$ cat config.mk
export PLATFORM = sky130hd
export DESIGN_NAME = fetch_bus_arbiter_flat
export DESIGN_NICKNAME = d
export VERILOG_FILES = /design/src/rtl/fetch_bus_arbiter_pkg.sv /design/src/rtl/fetch_bus_arbiter_if.sv /design/src/rtl/fetch_bus_arbiter_sat_counter.sv /design/src/rtl/fetch_bus_arbiter.sv /design/src/flat_wrapper.sv
export SDC_FILE = /design/constraint.sdc
export NUM_CORES = 1
export LEC_CHECK = 0
export ABC_AREA = 1
export CAP_MARGIN = 20
export CORE_MARGIN = 5
export CORE_UTILIZATION = 52
export CTS_BUF_LIST = sky130_fd_sc_hd__clkbuf_8
export DETAILED_ROUTE_END_ITERATION = 7
export PLACE_DENSITY = 0.9
export SLEW_MARGIN = 20
export SYNTH_ARGS = -nofsm -noshare
export SYNTH_HDL_FRONTEND = slang
export SYNTH_SLANG_ARGS = --single-unit
$ cat constraint.sdc
create_clock -name clk -period 3.9 [get_ports clk]
set_input_delay 0.78 -clock clk [delete_from_list [all_inputs] [get_ports clk]]
set_output_delay 0.78 -clock clk [all_outputs]
set_load 0.02 [all_outputs]
$ cat src/rtl/fetch_bus_arbiter_pkg.sv
// -----------------------------------------------------------------------------
// fetch_arb_pkg
// Shared definitions for the fetch bus arbiter:
//   - state_e        : arbiter state encoding (RUN=0, DRAIN=1, GRANT=2, RESUME=3)
//   - NOP_OPCODE_DEF : default opcode injected as a pipeline bubble
//   - cnt_width()    : width of a counter that must hold values 0..max_val
// -----------------------------------------------------------------------------
package fetch_arb_pkg;

   typedef enum logic [1:0] {
      ST_RUN    = 2'd0,
      ST_DRAIN  = 2'd1,
      ST_GRANT  = 2'd2,
      ST_RESUME = 2'd3
   } state_e;

   localparam logic [7:0] NOP_OPCODE_DEF = 8'h00;

   // Width needed to hold 0..max_val, never less than one bit.
   function automatic int unsigned cnt_width(input int unsigned max_val);
      int unsigned w;
      w = $clog2(max_val + 32'd1);
      return (w < 32'd1) ? 32'd1 : w;
   endfunction

endpackage

$ cat src/rtl/fetch_bus_arbiter_if.sv
// -----------------------------------------------------------------------------
// fetch_bus_arbiter_if
// Bundles the memory-bus / stage-1 signals around the fetch bus arbiter.
//   mem_data            : opcode byte from the memory data bus
//   ctrl_fetch_suppress : stage 1 controls[15], next slot is an operand/data access
//   ext_req             : external master request (level)
//   ext_grant           : bus granted to the external master
//   bus_request         : to stage 1, high while the bus is granted
//   fetch_suppress      : to stage 1, high whenever a bubble is injected
//   instruction         : opcode to stage 1
//   pc_inc              : advance the PC this cycle
//   state_dbg           : current arbiter state encoding
// Modports: master = the arbiter, slave = the surrounding bus/pipeline.
// -----------------------------------------------------------------------------
interface fetch_bus_arbiter_if;

   logic [7:0] mem_data;
   logic       ctrl_fetch_suppress;
   logic       ext_req;
   logic       ext_grant;
   logic       bus_request;
   logic       fetch_suppress;
   logic [7:0] instruction;
   logic       pc_inc;
   logic [1:0] state_dbg;

   modport master (
      input  mem_data, ctrl_fetch_suppress, ext_req,
      output ext_grant, bus_request, fetch_suppress, instruction, pc_inc, state_dbg
   );

   modport slave (
      output mem_data, ctrl_fetch_suppress, ext_req,
      input  ext_grant, bus_request, fetch_suppress, instruction, pc_inc, state_dbg
   );

endinterface

$ cat src/rtl/fetch_bus_arbiter_sat_counter.sv
// -----------------------------------------------------------------------------
// sat_counter
// Loadable down-counter that stops at zero instead of wrapping.
//   clk        : clock
//   reset_n    : synchronous active-low reset, clears the count
//   i_load     : load i_load_val (wins over i_dec)
//   i_load_val : value to load
//   i_dec      : decrement by one, saturating at zero
//   o_zero     : count is zero (terminal flag)
// -----------------------------------------------------------------------------
module sat_counter #(
   parameter int unsigned WIDTH = 4
) (
   input  logic             clk,
   input  logic             reset_n,
   input  logic             i_load,
   input  logic [WIDTH-1:0] i_load_val,
   input  logic             i_dec,
   output logic             o_zero
);

   logic [WIDTH-1:0] r_count;

   // Count register: load, saturating decrement, or hold.
   always_ff @(posedge clk) begin
      if (!reset_n) begin
         r_count <= {WIDTH{1'b0}};
      end else if (i_load) begin
         r_count <= i_load_val;
      end else if (i_dec && (r_count != {WIDTH{1'b0}})) begin
         r_count <= r_count - WIDTH'(1'b1);
      end else begin
         r_count <= r_count;
      end
   end

   assign o_zero = (r_count == {WIDTH{1'b0}});

endmodule

$ cat src/rtl/fetch_bus_arbiter.sv
// -----------------------------------------------------------------------------
// fetch_bus_arbiter
// Sequences opcode fetch into pipeline stage 1 and hands the memory bus to one
// external master. Before a grant the pipeline is drained with NOP bubbles; the
// PC is held while the bus is granted and for the turnaround cycle after it.
// All outputs are registered and reflect the state being entered.
//
// Ports:
//   clk     : system clock, all state changes on posedge
//   reset_n : synchronous active-low reset
//   bus     : fetch_bus_arbiter_if.master (mem_data, ctrl_fetch_suppress,
//             ext_req in; ext_grant, bus_request, fetch_suppress,
//             instruction, pc_inc, state_dbg out)
//
// Optional feature macro: FETCH_ARB_GRANT_TIMEOUT_EN
//   Defined   : a grant is forcibly released after MAX_GRANT cycles and the
//               next RUN->DRAIN is held off for COOLDOWN cycles.
//   Undefined : a grant lasts until ext_req falls.
// -----------------------------------------------------------------------------
module fetch_bus_arbiter
   import fetch_arb_pkg::*;
#(
   parameter int unsigned DRAIN_CYCLES = 2,
   parameter int unsigned MAX_GRANT    = 64,
   parameter int unsigned COOLDOWN     = 8,
   parameter logic [7:0]  NOP_OPCODE   = NOP_OPCODE_DEF
) (
   input  logic                 clk,
   input  logic                 reset_n,
   fetch_bus_arbiter_if.master  bus
);

   // One shared counter width so every sat_counter instance is identical.
   localparam int unsigned CNT_MAX =
      (DRAIN_CYCLES > MAX_GRANT) ? ((DRAIN_CYCLES > COOLDOWN) ? DRAIN_CYCLES : COOLDOWN)
                                 : ((MAX_GRANT > COOLDOWN) ? MAX_GRANT : COOLDOWN);
   localparam int unsigned CNT_W = cnt_width(CNT_MAX);

   // The counter is loaded on entry to DRAIN, so the entry cycle is already one
   // of the DRAIN_CYCLES bubbles.
   localparam logic [CNT_W-1:0] DRAIN_LOAD = CNT_W'(DRAIN_CYCLES - 32'd1);

   state_e     r_state;
   state_e     w_state_nxt;
   logic       r_ext_grant;
   logic       r_bus_request;
   logic       r_fetch_suppress;
   logic       r_pc_inc;
   logic [7:0] r_instruction;

   logic       w_ext_grant_nxt;
   logic       w_bus_request_nxt;
   logic       w_fetch_suppress_nxt;
   logic       w_pc_inc_nxt;
   logic [7:0] w_instruction_nxt;

   logic       w_drain_load;
   logic       w_drain_dec;
   logic       w_drain_zero;
   logic       w_cool_ok;

   sat_counter #(.WIDTH(CNT_W)) u_drain_cnt (
      .clk        (clk),
      .reset_n    (reset_n),
      .i_load     (w_drain_load),
      .i_load_val (DRAIN_LOAD),
      .i_dec      (w_drain_dec),
      .o_zero     (w_drain_zero)
   );

`ifdef FETCH_ARB_GRANT_TIMEOUT_EN
   localparam logic [CNT_W-1:0] GRANT_LOAD = CNT_W'(MAX_GRANT - 32'd1);
   localparam logic [CNT_W-1:0] COOL_LOAD  = CNT_W'(COOLDOWN);

   logic w_grant_load;
   logic w_grant_dec;
   logic w_grant_zero;
   logic w_cool_load;
   logic w_cool_zero;

   sat_counter #(.WIDTH(CNT_W)) u_grant_cnt (
      .clk        (clk),
      .reset_n    (reset_n),
      .i_load     (w_grant_load),
      .i_load_val (GRANT_LOAD),
      .i_dec      (w_grant_dec),
      .o_zero     (w_grant_zero)
   );

   // Cooldown runs down every cycle from the forced release (the RESUME cycle
   // included), which leaves exactly COOLDOWN RUN cycles before a new DRAIN.
   sat_counter #(.WIDTH(CNT_W)) u_cooldown (
      .clk        (clk),
      .reset_n    (reset_n),
      .i_load     (w_cool_load),
      .i_load_val (COOL_LOAD),
      .i_dec      (1'b1),
      .o_zero     (w_cool_zero)
   );

   assign w_cool_ok = w_cool_zero;
`else
   assign w_cool_ok = 1'b1;
`endif

   // Next-state, counter control and output values for the state being entered.
   always_comb begin
      w_state_nxt  = r_state;
      w_drain_load = 1'b0;
      w_drain_dec  = 1'b0;
`ifdef FETCH_ARB_GRANT_TIMEOUT_EN
      w_grant_load = 1'b0;
      w_grant_dec  = 1'b0;
      w_cool_load  = 1'b0;
`endif
      w_ext_grant_nxt      = 1'b0;
      w_bus_request_nxt    = 1'b0;
      w_fetch_suppress_nxt = 1'b1;
      w_pc_inc_nxt         = 1'b0;
      w_instruction_nxt    = NOP_OPCODE;

      case (r_state)
         ST_RUN: begin
            // Only leave on an opcode slot so a multi-byte instruction is never split.
            if (bus.ext_req && !bus.ctrl_fetch_suppress && w_cool_ok) begin
               w_state_nxt  = ST_DRAIN;
               w_drain_load = 1'b1;
            end else begin
               w_state_nxt = ST_RUN;
            end
         end
         ST_DRAIN: begin
            if (!bus.ext_req) begin
               w_state_nxt = ST_RUN;
            end else if (w_drain_zero) begin
               w_state_nxt = ST_GRANT;
`ifdef FETCH_ARB_GRANT_TIMEOUT_EN
               w_grant_load = 1'b1;
`endif
            end else begin
               w_drain_dec = 1'b1;
            end
         end
         ST_GRANT: begin
            if (!bus.ext_req) begin
               w_state_nxt = ST_RESUME;
`ifdef FETCH_ARB_GRANT_TIMEOUT_EN
            end else if (w_grant_zero) begin
               w_state_nxt = ST_RESUME;
               w_cool_load = 1'b1;
            end else begin
               w_state_nxt = ST_GRANT;
               w_grant_dec = 1'b1;
`else
            end else begin
               w_state_nxt = ST_GRANT;
`endif
            end
         end
         ST_RESUME: begin
            w_state_nxt = ST_RUN;
         end
         default: begin
            w_state_nxt = ST_RUN;
         end
      endcase

      case (w_state_nxt)
         ST_RUN: begin
            if (!bus.ctrl_fetch_suppress) begin
               w_instruction_nxt    = bus.mem_data;
               w_fetch_suppress_nxt = 1'b0;
               w_pc_inc_nxt         = 1'b1;
            end else begin
               w_instruction_nxt    = NOP_OPCODE;
               w_fetch_suppress_nxt = 1'b1;
               w_pc_inc_nxt         = 1'b0;
            end
         end
         ST_GRANT: begin
            w_ext_grant_nxt   = 1'b1;
            w_bus_request_nxt = 1'b1;
         end
         ST_DRAIN, ST_RESUME: begin
            w_ext_grant_nxt   = 1'b0;
            w_bus_request_nxt = 1'b0;
         end
         default: begin
            w_ext_grant_nxt   = 1'b0;
            w_bus_request_nxt = 1'b0;
         end
      endcase
   end

   // State and registered outputs; reset puts a NOP on stage 1 and drops any grant at once.
   always_ff @(posedge clk) begin
      if (!reset_n) begin
         r_state          <= ST_RUN;
         r_ext_grant      <= 1'b0;
         r_bus_request    <= 1'b0;
         r_fetch_suppress <= 1'b1;
         r_pc_inc         <= 1'b0;
         r_instruction    <= NOP_OPCODE;
      end else begin
         r_state          <= w_state_nxt;
         r_ext_grant      <= w_ext_grant_nxt;
         r_bus_request    <= w_bus_request_nxt;
         r_fetch_suppress <= w_fetch_suppress_nxt;
         r_pc_inc         <= w_pc_inc_nxt;
         r_instruction    <= w_instruction_nxt;
      end
   end

   assign bus.ext_grant      = r_ext_grant;
   assign bus.bus_request    = r_bus_request;
   assign bus.fetch_suppress = r_fetch_suppress;
   assign bus.pc_inc         = r_pc_inc;
   assign bus.instruction    = r_instruction;
   assign bus.state_dbg      = r_state;

endmodule

$ cat src/flat_wrapper.sv
// flat-port wrapper written by rule: the top's interface ports become plain ports
module fetch_bus_arbiter_flat import fetch_arb_pkg::*;
#(
   parameter int unsigned DRAIN_CYCLES = 2,
   parameter int unsigned MAX_GRANT    = 64,
   parameter int unsigned COOLDOWN     = 8,
   parameter logic [7:0]  NOP_OPCODE   = NOP_OPCODE_DEF
)
  (clk, reset_n, bus_mem_data, bus_ctrl_fetch_suppress, bus_ext_req, bus_ext_grant, bus_bus_request, bus_fetch_suppress, bus_instruction, bus_pc_inc, bus_state_dbg);
  fetch_bus_arbiter_if bus_i ();
  input  logic clk;
  input  logic reset_n;
  input wire logic [$bits(bus_i.mem_data)-1:0] bus_mem_data;
  input wire logic [$bits(bus_i.ctrl_fetch_suppress)-1:0] bus_ctrl_fetch_suppress;
  input wire logic [$bits(bus_i.ext_req)-1:0] bus_ext_req;
  output wire logic [$bits(bus_i.ext_grant)-1:0] bus_ext_grant;
  output wire logic [$bits(bus_i.bus_request)-1:0] bus_bus_request;
  output wire logic [$bits(bus_i.fetch_suppress)-1:0] bus_fetch_suppress;
  output wire logic [$bits(bus_i.instruction)-1:0] bus_instruction;
  output wire logic [$bits(bus_i.pc_inc)-1:0] bus_pc_inc;
  output wire logic [$bits(bus_i.state_dbg)-1:0] bus_state_dbg;
  assign bus_i.mem_data = bus_mem_data;
  assign bus_i.ctrl_fetch_suppress = bus_ctrl_fetch_suppress;
  assign bus_i.ext_req = bus_ext_req;
  assign bus_ext_grant = bus_i.ext_grant;
  assign bus_bus_request = bus_i.bus_request;
  assign bus_fetch_suppress = bus_i.fetch_suppress;
  assign bus_instruction = bus_i.instruction;
  assign bus_pc_inc = bus_i.pc_inc;
  assign bus_state_dbg = bus_i.state_dbg;
  fetch_bus_arbiter #(.DRAIN_CYCLES(DRAIN_CYCLES), .MAX_GRANT(MAX_GRANT), .COOLDOWN(COOLDOWN), .NOP_OPCODE(NOP_OPCODE)) u_core (.clk(clk), .reset_n(reset_n), .bus(bus_i));
endmodule
Yosys cells after proc, flatten, opt, wreduce, memory -nomap -nowiden

Index checks and enable logic that the tools add are counted.

Memories kept: 0
Register bits: 20
Bits in latches: 0
Memory bits (writable): 0
Logic and storage cells: 40
ROM bits: 0

Multiplexer cells: 15
Reductions and logical operators: 11
Div/mod/pow operators: 0
Shift-type cells: 0
$add $sub $neg: 1
Eq/ne operators: 4
Multiply operators: 0
Bitwise gates (word level): 2
Magnitude comparators: 0

Operators by type and width:

| cell                                             | number |
|---|---|
| two-way mux 1 bit                                | 12 |
| one-hot mux 2 bit (4 select lines)               | 1 |
| logical NOT 7 bit                                | 1 |
| nonzero test 7 bit                               | 1 |
| subtractor 7 x 1 -> 7 bit, second input constant | 1 |
| == test 2 bit, second input constant             | 3 |
| logical NOT 2 bit                                | 2 |
| two-way mux 2 bit                                | 2 |
| OR reduction 3 bit                               | 1 |
| == test 2 x 1 -> 1 bit, second input constant    | 1 |
| logical AND 1 bit                                | 2 |
| NOT 1 bit                                        | 2 |
| AND reduction 2 bit                              | 1 |
| nonzero test 2 bit                               | 1 |
| OR reduction 2 bit                               | 1 |
| logical NOT 1 bit                                | 1 |

Longest topological paths before layout

Depth after elaboration: 7
Gate-level depth with buffers: 10
Mapped depth without buffers: 10

Cells and area by module

From an unflattened synthesis, not the netlist that was laid out.

Cells, all modules: 154
Area, all modules: 1023.5 um^2

By module, submodules not included:

| module            | instances | cells each | area each (um^2) | sequential area each (um^2) |
|---|---|---|---|---|
| sat_counter       | 1         | 92         | 530.5            | 140.1 |
| fetch_bus_arbiter | 1         | 62         | 493.0            | 260.2 |

Worst setup path before layout

OpenSTA, ideal clock, no wires.

Path type: input to register
From: input bus_ext_req
To: register u_core.r_instruction[0], in the netlist u_core.bus.instruction[0]
Library setup time: 73 ps
Required time: 3827 ps
Stages on the path: 6
Path buffers: 1
Arrival: 1406 ps
Slack: 2421 ps
Cells stage by stage: inv_1 -> nor2_1 -> nand2_1 -> nand3_4 -> buf_6 -> nor3_2

Longest elaborated chain between the ends: 6
Elaborated cells between the ends (all ways): 8
Those cells by class: mux (4); bitwise (1); reduce/logical (3)

RTL lines:

| element                              | RTL line                 | source |
|---|---|---|
| from (decl)                          | flat_wrapper.sv:15       | `input wire logic [$bits(bus_i.ext_req)-1:0] bus_ext_req;` |
| logical AND 1 bit                    | fetch_bus_arbiter.sv:125 | `if (bus.ext_req && !bus.ctrl_fetch_suppress && w_cool_ok) begin` |
| two-way mux 1 bit                    | fetch_bus_arbiter.sv:125 |  |
| one-hot mux 2 bit (4 select lines) * | fetch_bus_arbiter.sv:122 | `case (r_state)` |
| logical NOT 2 bit *                  | fetch_bus_arbiter.sv:168 | `case (w_state_nxt)` |
| NOT 1 bit (no line) *                | --                       |  |
| OR reduction 3 bit (no line) *       | --                       |  |
| to (signal assigned)                 | fetch_bus_arbiter.sv:210 | `r_instruction <= w_instruction_nxt;` |
| to (decl)                            | fetch_bus_arbiter.sv:49  | `logic [7:0] r_instruction;` |

Mark *: on every way between the ends. The rest lies on a longest branch, timed or not.
A chain may end at the register's enable or synchronous reset.

Worst setup path after layout

From: register u_core.r_state[0], in the netlist u_core.bus.state_dbg[0]
To: output bus_state_dbg[0]

RTL lines:

| element                | RTL line                 | source |
|---|---|---|
| from (decl)            | fetch_bus_arbiter.sv:43  | `state_e r_state;` |
| from (signal assigned) | fetch_bus_arbiter.sv:205 | `r_state <= w_state_nxt;` |
| to (decl)              | flat_wrapper.sv:21       | `output wire logic [$bits(bus_i.state_dbg)-1:0] bus_state_dbg;` |

No word-level cell between the ends.

==> flow_summary.yaml <==
run:
  drv_cap: 0
cells_and_area:
  area_growth_pct: 33.7
  n_antenna_cell: 0
  drive_gt1_share_pct: 17.6
  fin_cells: 153
  n_fill_cell: 115
  fin_area_mm2: 0.00122
  nets: 150
timing:
  finalCriticalPeriod_ns: 2.05
  setup_viol: 0
  fin_hold_ws_ns: 0.501
  clock-skew-final_ns: 0.00151
  hold_violations: 0
  fin_setup_tns_ns: 0
  fin_crit_sh_pct: 52.6
  relSlewSlack_pct: 82.0
  timing.fmax_ghz: 0.488
  drv_slew: 0
  worst_pin_slew_ns: 0.270
  rsz0062_at_grt: "no"
worst_setup_path:
  reg2reg_from: "u_core.u_drain_cnt.r_count[0]$_SDFFE_PN0P_"
  crit_path_end_kind: "primary output"
  r2r_setup_slack_ns: 2.33
  crit_family: "buffers and inverters"
  critPathArrivalTime_ns: 1.27
  crit_slowest_cell: "clkdlybuf4s50_1"
  timing.rr.end: "u_core.bus.fetch_suppress$_SDFF_PN1_"
  path_cells: "clkdlybuf4s50_1"
  worstSetupStartpointType: "flop"
  ff2ff_path_depth: 9
  critPathRequiredTime_ns: 3.12
  critPathBufInv: 1
  critPathMaxFanout: 4
  path_class: "reg2out"
  cp_slowest_stage_delay_ns: 0.63
cts:
  cts_sinks: 20
  cts_resized: 0
  cts_setup_buffers: 0
  clock_latency_ns: 0.26
  h-tree-depth: 1
  cts_tree: "done"
  cts_buffers: 3
  cts_hold_buf: 0
  path_clk_slew_ns: 0.07
  clockRootBuffer: "clkbuf_8"
  cts.path.max_buffers: 2
route:
  dr.first_iter.drc_count: 20
  drt-total-wl_mm: 1.91
  drc_errors: 0
  wl_per_cell_um: 12.5
  via_per_inst: 5.02
  antenna_left: 0
  drtPass1Iterations: 4
  vias: 768
synthesis:
  synth_compound_area_share_pct: 4.11
  yosysUniqueCellTypes: 21
  syn-mean-instance-area_um2: 8.38
  synth_top_family_by_area: "simple AND/OR/NAND/NOR gates"
  synth_top_area_cell: "dfxtp_1"
  netlist_instances: 109
  synth_adder_area_share_pct: 1.37
  synth_nets: 122
  synth_warnings: 0
  netlist_area_um2: 913
  ys_seq_area_share_pct: 43.8
  ys_seq_elements: 20
  synthXorXnorAreaFrac_pct: 2.88
  yosys.area_share.simple_pct: 37.5
  synthTopCellsByArea: "dfxtp_1 44%, nor3_2 9.9%, nand2_1 9.0%"
  synth_top_area_share_pct: 43.8
  synthMuxAreaShare_pct: 0
worst_hold_path:
  min_to: "u_core.u_drain_cnt.r_count[6]$_SDFFE_PP0P_"
  hold_path.startpoint: "u_core.u_drain_cnt.r_count[6]$_SDFFE_PP0P_"
  holdPathStages: 2
  hold_path.class: "reg2reg"
placed_design:
  dp_cells: 149
  gp_congestion: 0.778
  dp_hpwl_mm: 1.49
  io_buffers: 25
  place_area_mm2: 0.00117
floorplanning:
  die_h_um: 51.9
  dieArea_mm2: 0.00269
  ios: 26
  core_mm2: 0.00169
  start_util_pct: 54.1
  die_x_um: 51.9
  num_rows: 15
pwr:
  peakVddDrop_uv: 253
  power.leakage_nw: 0.551
  power_uw: 449
  cellPowerDensity_mw_per_mm2: 368
run_status:
  status: "completed"
grt:
  grt_overflow: 0
  grt_first_pass_wirelength_mm: 3.34
  grt_max_degree: 12
  grt_pass1_vias: 786
  antenna_found_initial: 0
  grtUsageTotal_pct: 17.2
[cells in the mapped netlist]
| cell type | instances |
|---|---|
| nand2_4 | 1 |
| xor2_1 | 1 |
| buf_4 | 1 |
| nor2_4 | 3 |
| buf_6 | 1 |
| nand3_2 | 1 |
| nand4_1 | 1 |
| a211oi_1 | 1 |
| inv_1 | 18 |
| nand3_1 | 2 |
| or2_1 | 1 |
| nor2_2 | 2 |
| nand3_4 | 2 |
| dfxtp_1 | 20 |
| ha_1 | 1 |
| nand2_1 | 22 |
| xnor2_1 | 2 |
| nor2_1 | 12 |
| inv_2 | 2 |
| a21oi_1 | 6 |
| nor3_2 | 9 |
[worst max path at each step]
stage                                       startpoint                                   end  slack [ns]  cells after the start
floorplan                                  bus_ext_req  u_core.bus.instruction[0]$_SDFF_PP0_        2.42                      6
global placement                               reset_n  u_core.bus.fetch_suppress$_SDFF_PN1_        1.85                      6
detailed placement                             reset_n  u_core.bus.fetch_suppress$_SDFF_PN1_        1.79                      6
CTS                 u_core.bus.state_dbg[0]$_SDFF_PN0_                      bus_state_dbg[0]        1.85                      1
global route        u_core.bus.state_dbg[0]$_SDFF_PN0_                      bus_state_dbg[0]        1.81                      1
finish              u_core.bus.state_dbg[0]$_SDFF_PN0_                      bus_state_dbg[0]        1.85                      1
[per-stage QoR]
stage	utilization [%]	setup WS [ns]
2_1_floorplan	-	2.42
4_1_cts	72.3	1.85
3_5_place_dp	69.0	1.79
3_3_place_gp	69.0	1.85
6_report	72.3	1.85
5_1_grt	72.3	1.81
[registers in the layout (all words and copies together), names as in the netlist]
signal / cells
u_core.bus.ext_grant: 1
u_core.bus.fetch_suppress: 1
u_core.bus.instruction: 8
u_core.bus.pc_inc: 1
u_core.bus.state_dbg: 2
u_core.u_drain_cnt.r_count: 7
[layout make-up]
type | count | area (um2) | share of cell area [%]
flip-flops and latches | 20 | 400 | 32.8
well taps | 17 | 21.3 | 1.74
repair buffers | 25 | 250 | 20.5
clock buffers | 4 | 55.1 | 4.51
multi-input cells | 67 | 419 | 34.3
inverters | 20 | 75.1 | 6.15
[layer usage]
metal,vias to the layer above,GRT usage (%),share of wire [%]
li1,386,-,-
met5,-,0,0
met1,338,16.8,36
met3,7,8.02,12
met2,37,30.5,49
met4,0,7.86,3.0
[placed cells by master, fill, tap and decap left out]
cell type        count
a211oi_1             1
a21oi_1              6
clkbuf_8             4
clkdlybuf4s50_1     25
dfxtp_1             20
ha_1                 1
inv_1               18
inv_2                2
nand2_1             22
nand2_4              1
nand3_1              2
nand3_2              1
nand3_4              2
nand4_1              1
nor2_1              12
nor2_2               2
nor2_4               3
nor3_2               9
or2_1                1
xnor2_1              2
xor2_1               1
[cell families (layout without fill, tap and decap cells)]
| family | count (synthesis) | after routing |
|---|---|---|
| buffers and inverters | 22 | 49 |
| xor gates and xnor gates | 3 | 3 |
| and+or+nand+nor | 56 | 56 |
| adders and majority gates | 1 | 1 |
| AOI/OAI and AO/OA | 7 | 7 |
| DFF | 20 | 20 |
[power by group]
| group | internal [mW] | switching [mW] |
|---|---|---|
| combinational | 0.0352 | 0.0431 |
| sequential | 0.212 | 0.00354 |
| clock | 0.0898 | 0.0655 |
| total | 0.337 | 0.112 |
No activity file was read; power rests on OpenSTA's default activity.
